File: config.mk
export PLATFORM = sky130hd
export DESIGN_NAME = alu_mc
export DESIGN_NICKNAME = d
export VERILOG_FILES = /design/src/rtl/lite16_alu_pkg.sv /design/src/rtl/alu_mc_iter.sv /design/src/rtl/alu_mc.sv
export SDC_FILE = /design/constraint.sdc
export NUM_CORES = 1
export LEC_CHECK = 0
export BUFFER_PORTS_ARGS = -buffer_cell sky130_fd_sc_hd__buf_2
export CAP_MARGIN = 10
export CORE_ASPECT_RATIO = 1.25
export CORE_MARGIN = 3
export CORE_UTILIZATION = 55
export DETAILED_ROUTE_END_ITERATION = 6
export PLACE_DENSITY = 0.73
export SLEW_MARGIN = 20
export SYNTH_ARGS = -nofsm -noshare
export SYNTH_HDL_FRONTEND = slang
export SYNTH_HIERARCHICAL = 1
export SYNTH_SLANG_ARGS = --single-unit
export TNS_END_PERCENT = 30
File: constraint.sdc
create_clock -name clk -period 4.55 [get_ports clk]
set_clock_uncertainty 0.1 [all_clocks]
set_input_delay 0.455 -clock clk [delete_from_list [all_inputs] [get_ports clk]]
set_output_delay 0.455 -clock clk [all_outputs]
set_load 0.01 [all_outputs]
File: src/rtl/lite16_alu_pkg.sv
// lite16_alu_pkg: shared op codes, FSM states and flag indices for alu_mc
package lite16_alu_pkg;
  localparam logic [3:0] OP_ADD = 4'h0, OP_OR = 4'h1, OP_XOR = 4'h2, OP_AND = 4'h3;
  localparam logic [3:0] OP_SHL = 4'h4, OP_SHR = 4'h5, OP_SAR = 4'h6, OP_SUB = 4'h7;
  localparam logic [3:0] OP_MUL_LO = 4'h8, OP_MUL_HI = 4'h9, OP_DIVU = 4'hA, OP_REMU = 4'hB;
  localparam logic [3:0] OP_CMP_EQ = 4'hC, OP_CMP_LTU = 4'hD, OP_CMP_GTU = 4'hE, OP_CMP_ALW = 4'hF;
  typedef enum logic [1:0] {S_IDLE, S_BUSY, S_DONE} state_e;
  localparam int F_Z = 0, F_N = 1, F_C = 2, F_V = 3, F_DZ = 4;
endpackage

File: src/rtl/alu_mc_iter.sv
// alu_mc_iter: iterative shift-add multiplier / restoring divider, one step per cycle
module alu_mc_iter #(parameter int WIDTH = 16) (
  input  logic               clk,
  input  logic               rst_n,
  input  logic               start,
  input  logic               div,
  input  logic [WIDTH-1:0]   a,
  input  logic [WIDTH-1:0]   b,
  output logic               done,
  output logic [2*WIDTH-1:0] prod,
  output logic [WIDTH-1:0]   quo,
  output logic [WIDTH-1:0]   rem
);
  localparam int SHW = $clog2(WIDTH);
  logic busy, is_div;
  logic [SHW-1:0] cnt;
  logic [2*WIDTH-1:0] acc;
  logic [WIDTH-1:0] q, d;
  logic [WIDTH:0] sum, sh, diff;
  // prod/quo/rem are the post-step values so the top can latch the final step directly
  always_comb begin
    sum = {1'b0, acc[2*WIDTH-1:WIDTH]} + (acc[0] ? {1'b0, d} : '0);
    sh = {acc[WIDTH-1:0], q[WIDTH-1]};
    diff = sh - {1'b0, d};
    prod = {sum, acc[WIDTH-1:1]};
    quo = {q[WIDTH-2:0], ~diff[WIDTH]};
    rem = diff[WIDTH] ? sh[WIDTH-1:0] : diff[WIDTH-1:0];
    done = busy && cnt == SHW'(WIDTH - 1);
  end
  always_ff @(posedge clk or negedge rst_n)
    if (!rst_n) begin
      busy <= 1'b0;
      is_div <= 1'b0;
      cnt <= '0;
      acc <= '0;
      q <= '0;
      d <= '0;
    end else if (start) begin
      busy <= 1'b1;
      is_div <= div;
      cnt <= '0;
      acc <= div ? '0 : {{WIDTH{1'b0}}, a};
      q <= a;
      d <= b;
    end else if (busy) begin
      busy <= !done;
      cnt <= cnt + 1'b1;
      acc <= is_div ? {{WIDTH{1'b0}}, rem} : prod;
      q <= quo;
    end
endmodule

File: src/rtl/alu_mc.sv
// alu_mc: multi-cycle ALU with valid/ready handshake and registered result/flags
module alu_mc
  import lite16_alu_pkg::*;
#(parameter int WIDTH = 16) (
  input  logic             clk,
  input  logic             rst_n,
  input  logic             in_valid,
  output logic             in_ready,
  input  logic [3:0]       op,
  input  logic [WIDTH-1:0] a,
  input  logic [WIDTH-1:0] b,
  output logic             out_valid,
  input  logic             out_ready,
  output logic [WIDTH-1:0] r,
  output logic             flag_z,
  output logic             flag_n,
  output logic             flag_c,
  output logic             flag_v,
  output logic             flag_dz
);
  localparam int SHW = $clog2(WIDTH);
  state_e state, state_n;
  logic take, iter_op, done, big, bz_q;
  logic [3:0] op_q;
  logic [SHW-1:0] sh;
  logic [2*WIDTH-1:0] prod;
  logic [WIDTH-1:0] quo, rem, res, res_it, res_n;
  logic [WIDTH:0] add_s, sub_s;
  logic [4:0] flags, fl_n;
  assign in_ready = state == S_IDLE || (state == S_DONE && out_ready);
  assign take = in_valid && in_ready;
  assign iter_op = op[3:2] == 2'b10;
  assign out_valid = state == S_DONE;
  assign flag_z = flags[F_Z];
  assign flag_n = flags[F_N];
  assign flag_c = flags[F_C];
  assign flag_v = flags[F_V];
  assign flag_dz = flags[F_DZ];
  alu_mc_iter #(.WIDTH(WIDTH)) u_iter (
    .clk(clk), .rst_n(rst_n), .start(take && iter_op), .div(op[1]), .a(a), .b(b),
    .done(done), .prod(prod), .quo(quo), .rem(rem)
  );
  always_comb begin
    sh = b[SHW-1:0];
    big = |b[WIDTH-1:SHW];
    add_s = {1'b0, a} + {1'b0, b};
    sub_s = {1'b0, a} - {1'b0, b};
    case (op)
      OP_ADD:     res = add_s[WIDTH-1:0];
      OP_OR:      res = a | b;
      OP_XOR:     res = a ^ b;
      OP_AND:     res = a & b;
      OP_SHL:     res = big ? '0 : a << sh;
      OP_SHR:     res = big ? '0 : a >> sh;
      OP_SAR:     res = big ? {WIDTH{a[WIDTH-1]}} : WIDTH'($signed(a) >>> sh);
      OP_SUB:     res = sub_s[WIDTH-1:0];
      OP_CMP_EQ:  res = WIDTH'(a == b);
      OP_CMP_LTU: res = WIDTH'(sub_s[WIDTH]);
      OP_CMP_GTU: res = WIDTH'(a > b);
      OP_CMP_ALW: res = WIDTH'(1);
      default:    res = '0;
    endcase
    res_it = op_q == OP_MUL_LO ? prod[WIDTH-1:0] : op_q == OP_MUL_HI ? prod[2*WIDTH-1:WIDTH] :
             op_q == OP_DIVU ? quo : rem;
    res_n = done ? res_it : res;
    fl_n = '0;
    fl_n[F_Z] = res_n == '0;
    fl_n[F_N] = res_n[WIDTH-1];
    fl_n[F_C] = !done && (op == OP_ADD ? add_s[WIDTH] : op == OP_SUB && sub_s[WIDTH]);
    fl_n[F_V] = !done && (op == OP_ADD ? a[WIDTH-1] == b[WIDTH-1] && res_n[WIDTH-1] != a[WIDTH-1] :
                op == OP_SUB && a[WIDTH-1] != b[WIDTH-1] && res_n[WIDTH-1] != a[WIDTH-1]);
    fl_n[F_DZ] = done && op_q[3:1] == 3'b101 && bz_q;
    state_n = take ? (iter_op ? S_BUSY : S_DONE) :
              state == S_BUSY ? (done ? S_DONE : S_BUSY) :
              state == S_DONE && out_ready ? S_IDLE : state;
  end
  always_ff @(posedge clk or negedge rst_n)
    if (!rst_n) begin
      state <= S_IDLE;
      op_q <= '0;
      bz_q <= 1'b0;
      r <= '0;
      flags <= '0;
    end else begin
      state <= state_n;
      if (take) begin
        op_q <= op;
        bz_q <= b == '0;
      end
      if ((take && !iter_op) || done) begin
        r <= res_n;
        flags <= fl_n;
      end
    end
endmodule

# --- After elaboration in Yosys (flattened, before gate mapping) ---
# Cells that the tools add are included.
op_classes:
  n_eq_ne: 23
  add_sub_neg: 5
  bitwise: 4
  n_lt_le_gt_ge: 1
  n_reduce_logical: 24
  n_shift: 3
  n_mux: 27
op_table:
  columns: ["operator", "n"]
  rows:
  - ["$mux W16", 12]
  - ["$pmux W16 S12", 1]
  - ["$mux W32", 3]
  - ["$eq A4 B4 Y1 const B", 8]
  - ["$logic_not A16 Y1", 2]
  - ["$add A16 B16 Y17", 1]
  - ["$add A16 B17 Y17", 1]
  - ["$sub A16 B16 Y17", 1]
  - ["$sub A17 B16 Y17", 1]
  - ["$and A16 B16 Y16", 1]
  - ["$eq A16 B16 Y1", 1]
  - ["$eq A4 B3 Y1 const B", 4]
  - ["$gt A16 B16 Y1", 1]
  - ["$or A16 B16 Y16", 1]
  - ["$shl A16 B4 Y16", 1]
  - ["$shr A16 B4 Y16", 1]
  - ["$sshr A16 B4 Y16", 1]
  - ["$xor A16 B16 Y16", 1]
  - ["$logic_and A1 B1 Y1", 13]
  - ["$reduce_or A12 Y1", 1]
  - ["$mux W2", 5]
  - ["$eq A4 B2 Y1 const B", 2]
  - ["$mux W4", 2]
  - ["$add A4 B1 Y4 const B", 1]
  - ["14 further kinds", 21]
word_totals:
  wordCells: 98
  in_bits: 40
  reg_bits: 98

# --- Longest topological paths before layout ---
depth:
  word_depth: 10
  depth_mapped: 22
  mapped_depth_nobuf: 20

# --- Hierarchy ---
# The synthesis kept the hierarchy.
modules_own_cells:
  columns: ["module", "cells_each", "seq_area_each_um2", "area_per_inst_um2", "instances"]
  rows:
  - ["alu_mc", 891, 675.6, 6378.6, 1]
  - ["alu_mc_iter", 628, 1751.7, 5271.3, 1]

# --- Least setup slack after synthesis ---
# OpenSTA, ideal clock, no wires.
synth_timing:
  path_type: "register to register"
  start: "reg u_iter.acc[0]"
  end: "reg flags[0]"
  arrival_time_ns: 3.983
  setup_ns: 0.092
  stages_incl_launch_ff: 23
  path_slack_ns: 0.375
  path_cell_list: "dfrtp_1 > inv_1 > buf_1 > fa_1 > nand2b_1 > a21o_1 > a21oi_2 > nor2_1 > a211oi_4 > inv_2 > buf_6 > clkbuf_1 > nor2_1 > a21oi_1 > mux2i_1 > a211oi_1 > nor4_1 > nand3_1 > o22ai_1 > nand2_1 > a211oi_2 > nand4_1 > o31ai_2"
synth_between:
  elab_chain_len: 7
  elab_cells_between_ends: 10
  classes_between: "add/sub: 2; mux: 6; bitwise: 1; reduce/logical: 1"
synth_rtl:
  columns: ["element", "line", "source"]
  rows:
  - ["start: declaration", "alu_mc_iter.sv:17", "logic [2*WIDTH-1:0] acc;"]
  - ["start signal: assignment", "alu_mc_iter.sv:42", "acc <= div ? '0 : {{WIDTH{1'b0}}, a};"]
  - ["start signal: assignment", "alu_mc_iter.sv:48", "acc <= is_div ? {{WIDTH{1'b0}}, rem} : prod;"]
  - ["$sub A17 B16 Y17", "alu_mc_iter.sv:24", "diff = sh - {1'b0, d};"]
  - ["$not A1 Y1", "alu_mc_iter.sv:26", "quo = {q[WIDTH-2:0], ~diff[WIDTH]};"]
  - ["via quo[0]", "alu_mc.sv:27", "logic [WIDTH-1:0] quo, rem, res, res_it, res_n;"]
  - ["$mux W16", "alu_mc.sv:64", "op_q == OP_DIVU ? quo : rem;"]
  - ["$mux W16 (2 in series)", "alu_mc.sv:63", "res_it = op_q == OP_MUL_LO ? prod[WIDTH-1:0] : op_q == OP_MUL_HI ? prod[2*WIDTH-1:WIDTH] :"]
  - ["$mux W16", "alu_mc.sv:65", "res_n = done ? res_it : res;"]
  - ["$logic_not A16 Y1", "alu_mc.sv:67", "fl_n[F_Z] = res_n == '0;"]
  - ["end signal: assignment", "alu_mc.sv:92", "flags <= fl_n;"]
  - ["end: declaration", "alu_mc.sv:29", "logic [4:0] flags, fl_n;"]
# The timed path passes the listed nets, and every way through them passes these cells.
# A chain may end at the register's enable or synchronous reset.

# --- Final worst setup path ---
layout_timing:
  start: "reg u_iter.q[15]"
  end: "reg flags[3]"
layout_between:
  elab_chain_len: 10
  elab_cells_between_ends: 11
  classes_between: "add/sub: 1; eq/ne: 1; mux: 6; reduce/logical: 3"
layout_rtl:
  columns: ["element", "line", "source"]
  rows:
  - ["start: declaration", "alu_mc_iter.sv:18", "logic [WIDTH-1:0] q, d;"]
  - ["start signal: assignment", "alu_mc_iter.sv:49", "q <= quo;"]
  - ["$sub A17 B16 Y17 *", "alu_mc_iter.sv:24", null]
  - ["$mux W16 *", "alu_mc_iter.sv:27", "rem = diff[WIDTH] ? sh[WIDTH-1:0] : diff[WIDTH-1:0];"]
  - ["via rem[15]", "alu_mc.sv:27", null]
  - ["$mux W16 *", "alu_mc.sv:64", null]
  - ["$mux W16 * (2 in series)", "alu_mc.sv:63", null]
  - ["$mux W16 *", "alu_mc.sv:65", null]
  - ["$ne A1 B1 Y1 *", "alu_mc.sv:70, alu_mc.sv:71", null]
  - ["$logic_and A1 B1 Y1, on equally long branches", "alu_mc.sv:71, alu_mc.sv:70", null]
  - ["$mux W1 *", "alu_mc.sv:70", "fl_n[F_V] = !done && (op == OP_ADD ? a[WIDTH-1] == b[WIDTH-1] && res_n[WIDTH-1] != a[WIDTH-1] :"]
  - ["$logic_and A1 B1 Y1 *", "alu_mc.sv:70", null]
# The timed path passes the listed nets; every way through them passes the cells marked *.

==> metrics.log <==
[metrics] portion of the clock cycle consumed by the worst path in the final layout: between 90% and 100%
[metrics] Clk Tree Root Cell: sky130_fd_sc_hd__clkbuf_16
[metrics] dominant combinational cell family by area after synthesis: compound AO/OA/AOI/OAI gates
[metrics] Antenna Violating Nets Remaining: 0
[metrics] CP cell instances: inv_1 -> ha_1 -> fa_1 -> nand2b_1 -> a21o_1 -> a21oi_2 -> o2111a_1 -> a211oi_4 -> inv_2 -> buf_4 -> mux2_2 -> mux2i_1 -> a21oi_1 -> nor2_1 -> o31ai_1 -> a21oi_2 -> xnor2_1 -> o41ai_1
[metrics] Total Routing Usage GR: 38.24%
[metrics] cell count after synthesis: 1,519
[metrics] pin count of the biggest net entering global routing: 59
[metrics] Routed WL per cell: between 20 and 25 µm
[metrics] Cell Area, Synth: between 10,000 and 15,000 µm²
[metrics] count of endpoints failing hold in the final timing report: 0
[metrics] Worst Setup Slack post-DPL: between 0.2 and 0.3 ns
[metrics] number of pins exceeding their max-slew limit in the final report: 0
[metrics] number of fill cells: between 1.5k and 2k
[metrics] Max clock buf depth: 2
[metrics] number of flops mapped to enable cells by yosys: 0
[metrics] # clock sinks: a little under 100
[metrics] slew at the pin with the worst max-slew slack: between 1 and 1.5 ns
[metrics] worst-skew pair later-pin latency: approximately 0.37 ns
[metrics] failing checks: design-rule violations
[metrics] share of synthesized cell area in and, or, nand and nor gates: between 20% and 30%
[metrics] HPWL after DPL: roughly 33 mm
[metrics] fraction of the mapped netlist area in adder cells: under 10%
[metrics] # rows: between 50 and 60
[metrics] Synth Area in Compound Gates: approximately 28%
[metrics] number of H-tree branching levels: 3
[metrics] average cell area after synthesis: 7.669 µm²
[metrics] total core area: 20,460 µm²
[metrics] outcome: complete, but fails checks
[metrics] critical path required time: 4.71 ns
[metrics] diodes inserted: 0
[metrics] growth of design area from synthesis to finish: 5.939%
[metrics] count of max-cap constraint violations: 0
[metrics] clock-pin slew on the worst setup and hold paths: 0.08 ns
[metrics] share of async-settable or async-resettable flops after synthesis: 100.0%
[metrics] power density cells: between 300 and 400 nW/µm²
[metrics] placer's final routability congestion estimate: ~1.1
[metrics] launching element type of the critical path: flop
[metrics] total number of vias: about 12k
[metrics] port bufs: between 60 and 70
[metrics] Fmax achieved: 230.3 MHz
[metrics] Via-to-Cell Ratio: slightly below 7
[metrics] top cell type's share of synthesized area: roughly a fifth
[metrics] vertical extent of the die: 168.7 µm
[metrics] Synthesis Warnings: 6
[metrics] vias in the first global route: roughly 12k
[metrics] setup slack after layout: 0.2085 ns
[metrics] post-layout min period: between 4 and 5 ns
[metrics] worst max-slew margin expressed relative to the limit: approximately 29%
[metrics] VDD IR max: between 0.2 and 0.25 mV
[metrics] leading register cell type out of synthesis: sky130_fd_sc_hd__dfrtp_1
[metrics] dominant cell type by area after synthesis: sky130_fd_sc_hd__dfrtp_1
[metrics] net count after synthesis: approximately 1.6k
[metrics] register bit count reported by yosys: 97
[metrics] CP max stage cell: sky130_fd_sc_hd__fa_1
[metrics] most frequent cell on the critical path: sky130_fd_sc_hd__a21oi_2
[metrics] number of top-level design ports: 63
[metrics] endpoints failing setup: 0
[metrics] synth top area cells: sky130_fd_sc_hd__dfrtp_1, sky130_fd_sc_hd__ha_1, sky130_fd_sc_hd__a21oi_1
[metrics] xor/xnor share of the synthesized area: 2.706%
[metrics] arrival time of the worst setup path: around 4.5 ns
[metrics] critical setup path kind: reg -> reg
[metrics] mux share of post-synthesis cell area: between 10% and 20%
[metrics] number of iterations in the first detailed-routing pass: 7
[metrics] reported leakage power: 5.287 nW
[metrics] Num CTS Buffers: 9
[metrics] starting density of the core: between 50 and 60%
[metrics] largest fanout on the critical path: 15
[metrics] endpoint type of the worst setup path: flop
[metrics] path depth of the worst reg2reg path: 18
[metrics] total negative setup slack: 0 ns
[metrics] distinct cell type count of the synthesized netlist: 91
[metrics] final net count: between 1.5k and 2k
[metrics] number of antenna violations at the first check in global routing: 0
[metrics] register area share after synthesis: a little over a fifth
[metrics] fraction of layout instances using a drive strength above 1: between 10% and 20%
[metrics] floorplan die area: around 23,000 µm²
[metrics] quantity of hold-fixing buffers added after cts: 0
[metrics] Max stage delay on crit path: 0.40 ns
[metrics] drt initial violations: roughly 1.5k
[metrics] clock tree from TritonCTS: done
[metrics] global-route wire length before repair: ~68 mm
[metrics] RSZ-0062 raised after global routing: false
[metrics] global route overflow: 0
[metrics] remaining routing DRC violations: 24
[metrics] die width: between 100 and 150 µm
[metrics] DRT Wirelength: 44.33 mm
[metrics] class of the worst hold path: in -> async
-- routing by layer --
layer	up-vias	wire length [µm]	GRT usage, %
met3	232	3805	4.964
met2	797	20740	62.23
met5	-	0	0
met1	5733	15910	46.07
met4	0	3885	27.75
li1	5520	-	-
-- stage by stage --
step	utilization (%)	cells	area, µm²	power, mW	hold WS, ns
after floorplan	-	1519	11650	2.999	0.05941
after global placement	58.82	1775	12040	3.571	0.3457
after detailed placement	58.82	1775	12040	3.593	0.3558
after CTS	60.22	1791	12320	4.377	0.07466
after global routing	60.31	1792	12340	4.727	0.09984
final	60.31	1792	12340	4.478	0.03937
-- report_power, final --
| part | leakage [nW] | switching [mW] | internal (mW) | total (mW) |
|---|---|---|---|---|
| combinational | 4.07 | 1.53 | 1.03 | 2.57 |
| sequential | 1.08 | 0.163 | 0.976 | 1.14 |
| clock | 0.139 | 0.387 | 0.386 | 0.773 |
| total | 5.29 | 2.08 | 2.40 | 4.48 |
-- synthesized netlist by cell type, drive strengths merged, types with 8 or more instances --
cell type,number
mux4,14
nor2,144
nand2b,26
a31oi,15
xor2,8
clkbuf,63
a21oi,142
inv,76
and3,10
nor3,29
mux2,22
nand4,10
o211ai,24
o21a,11
a211oi,23
buf,67
nand3,30
nand2,156
dfrtp,97
mux2i,60
a21o,15
nor2b,29
a221oi,10
o31ai,16
a22o,15
o21bai,8
nor4,10
o21ai,123
ha,85
or4,8
xnor2,28
o22ai,20
-- worst max-delay path, delay by kind of cell (launching register included) --
family / cells / cell delay, ns
AOI/OAI and AO/OA: 8 / 1.60
xor gates and xnor gates: 1 / 0.09
adders and majority gates: 2 / 0.61
buffers and inverters: 3 / 0.57
DFF: 1 / 0.37
muxes: 2 / 0.46
and+or+nand+nor: 2 / 0.42
-- worst paths after layout --
path / from / to / slack (ns)
min in group clk: in_valid / state[1] / 0.26
max in group asynchronous: rst_n / u_iter/acc[6] / 3.26
max: u_iter/q[15] / flags[3] / 0.21
max reg2reg: u_iter/q[15] / flags[3] / 0.21
min reg2reg: r[13] / r[13] / 0.37
min: rst_n / u_iter/cnt[3] / 0.04
-- repair_timing --
| action | in CTS | in global routing |
|---|---|---|
| buffers inserted | 0 | 1 |
| gates resized for setup | 0 | 3 |
| setup endpoints to repair | 0 | 1 |
-- cells by family (layout without fill, tap and decap cells) --
logic type,after synthesis,count (layout)
flip-flops,97,97
AO/OA/AOI/OAI,493,493
multiplexers,96,96
buffers and inverters,209,212
adder cells (fa/ha/maj),89,89
XOR/XNOR,36,36
AND/OR/NAND/NOR,499,499
-- flip-flops by register name, indices dropped and copies added (netlist names) --
register       cells
u_iter/acc        32
u_iter/d          16
u_iter/q          16
r                 15
flags              5
op_q               4
u_iter/cnt         4
state              2
bz_q               1
u_iter/busy        1
u_iter/is_div      1
-- cell type report --
cell class                      instances  area [µm²]  area share [%]
Multi-Input combinational cell       1213        8263           66.95
Tap cell                              270       337.8           2.737
Inverter                               79       296.5           2.403
Timing Repair Buffer                  117       729.5           5.910
Clock inverter                          6       58.81          0.4765
Clock buffer                           10       229.0           1.855
Sequential cell                        97        2427           19.67
-- placed cells by master, fill, tap and decap left out, types with 14 or more instances in the layout --
cell,count
sky130_fd_sc_hd__nand2_1,156
sky130_fd_sc_hd__nor2_1,141
sky130_fd_sc_hd__a21oi_1,137
sky130_fd_sc_hd__o21ai_0,118
sky130_fd_sc_hd__dfrtp_1,97
sky130_fd_sc_hd__ha_1,85
sky130_fd_sc_hd__inv_1,74
sky130_fd_sc_hd__buf_2,61
sky130_fd_sc_hd__mux2i_1,60
sky130_fd_sc_hd__buf_4,55
sky130_fd_sc_hd__nand3_1,30
sky130_fd_sc_hd__nor2b_1,29
sky130_fd_sc_hd__xnor2_1,28
sky130_fd_sc_hd__nor3_1,27
sky130_fd_sc_hd__nand2b_1,26
sky130_fd_sc_hd__o211ai_1,24
sky130_fd_sc_hd__a211oi_1,21
sky130_fd_sc_hd__mux2_2,20
sky130_fd_sc_hd__o22ai_1,20
sky130_fd_sc_hd__a21o_1,15
sky130_fd_sc_hd__a22o_1,15
sky130_fd_sc_hd__a31oi_1,14
sky130_fd_sc_hd__o31ai_1,14
Power figures use the tool's default switching activity.
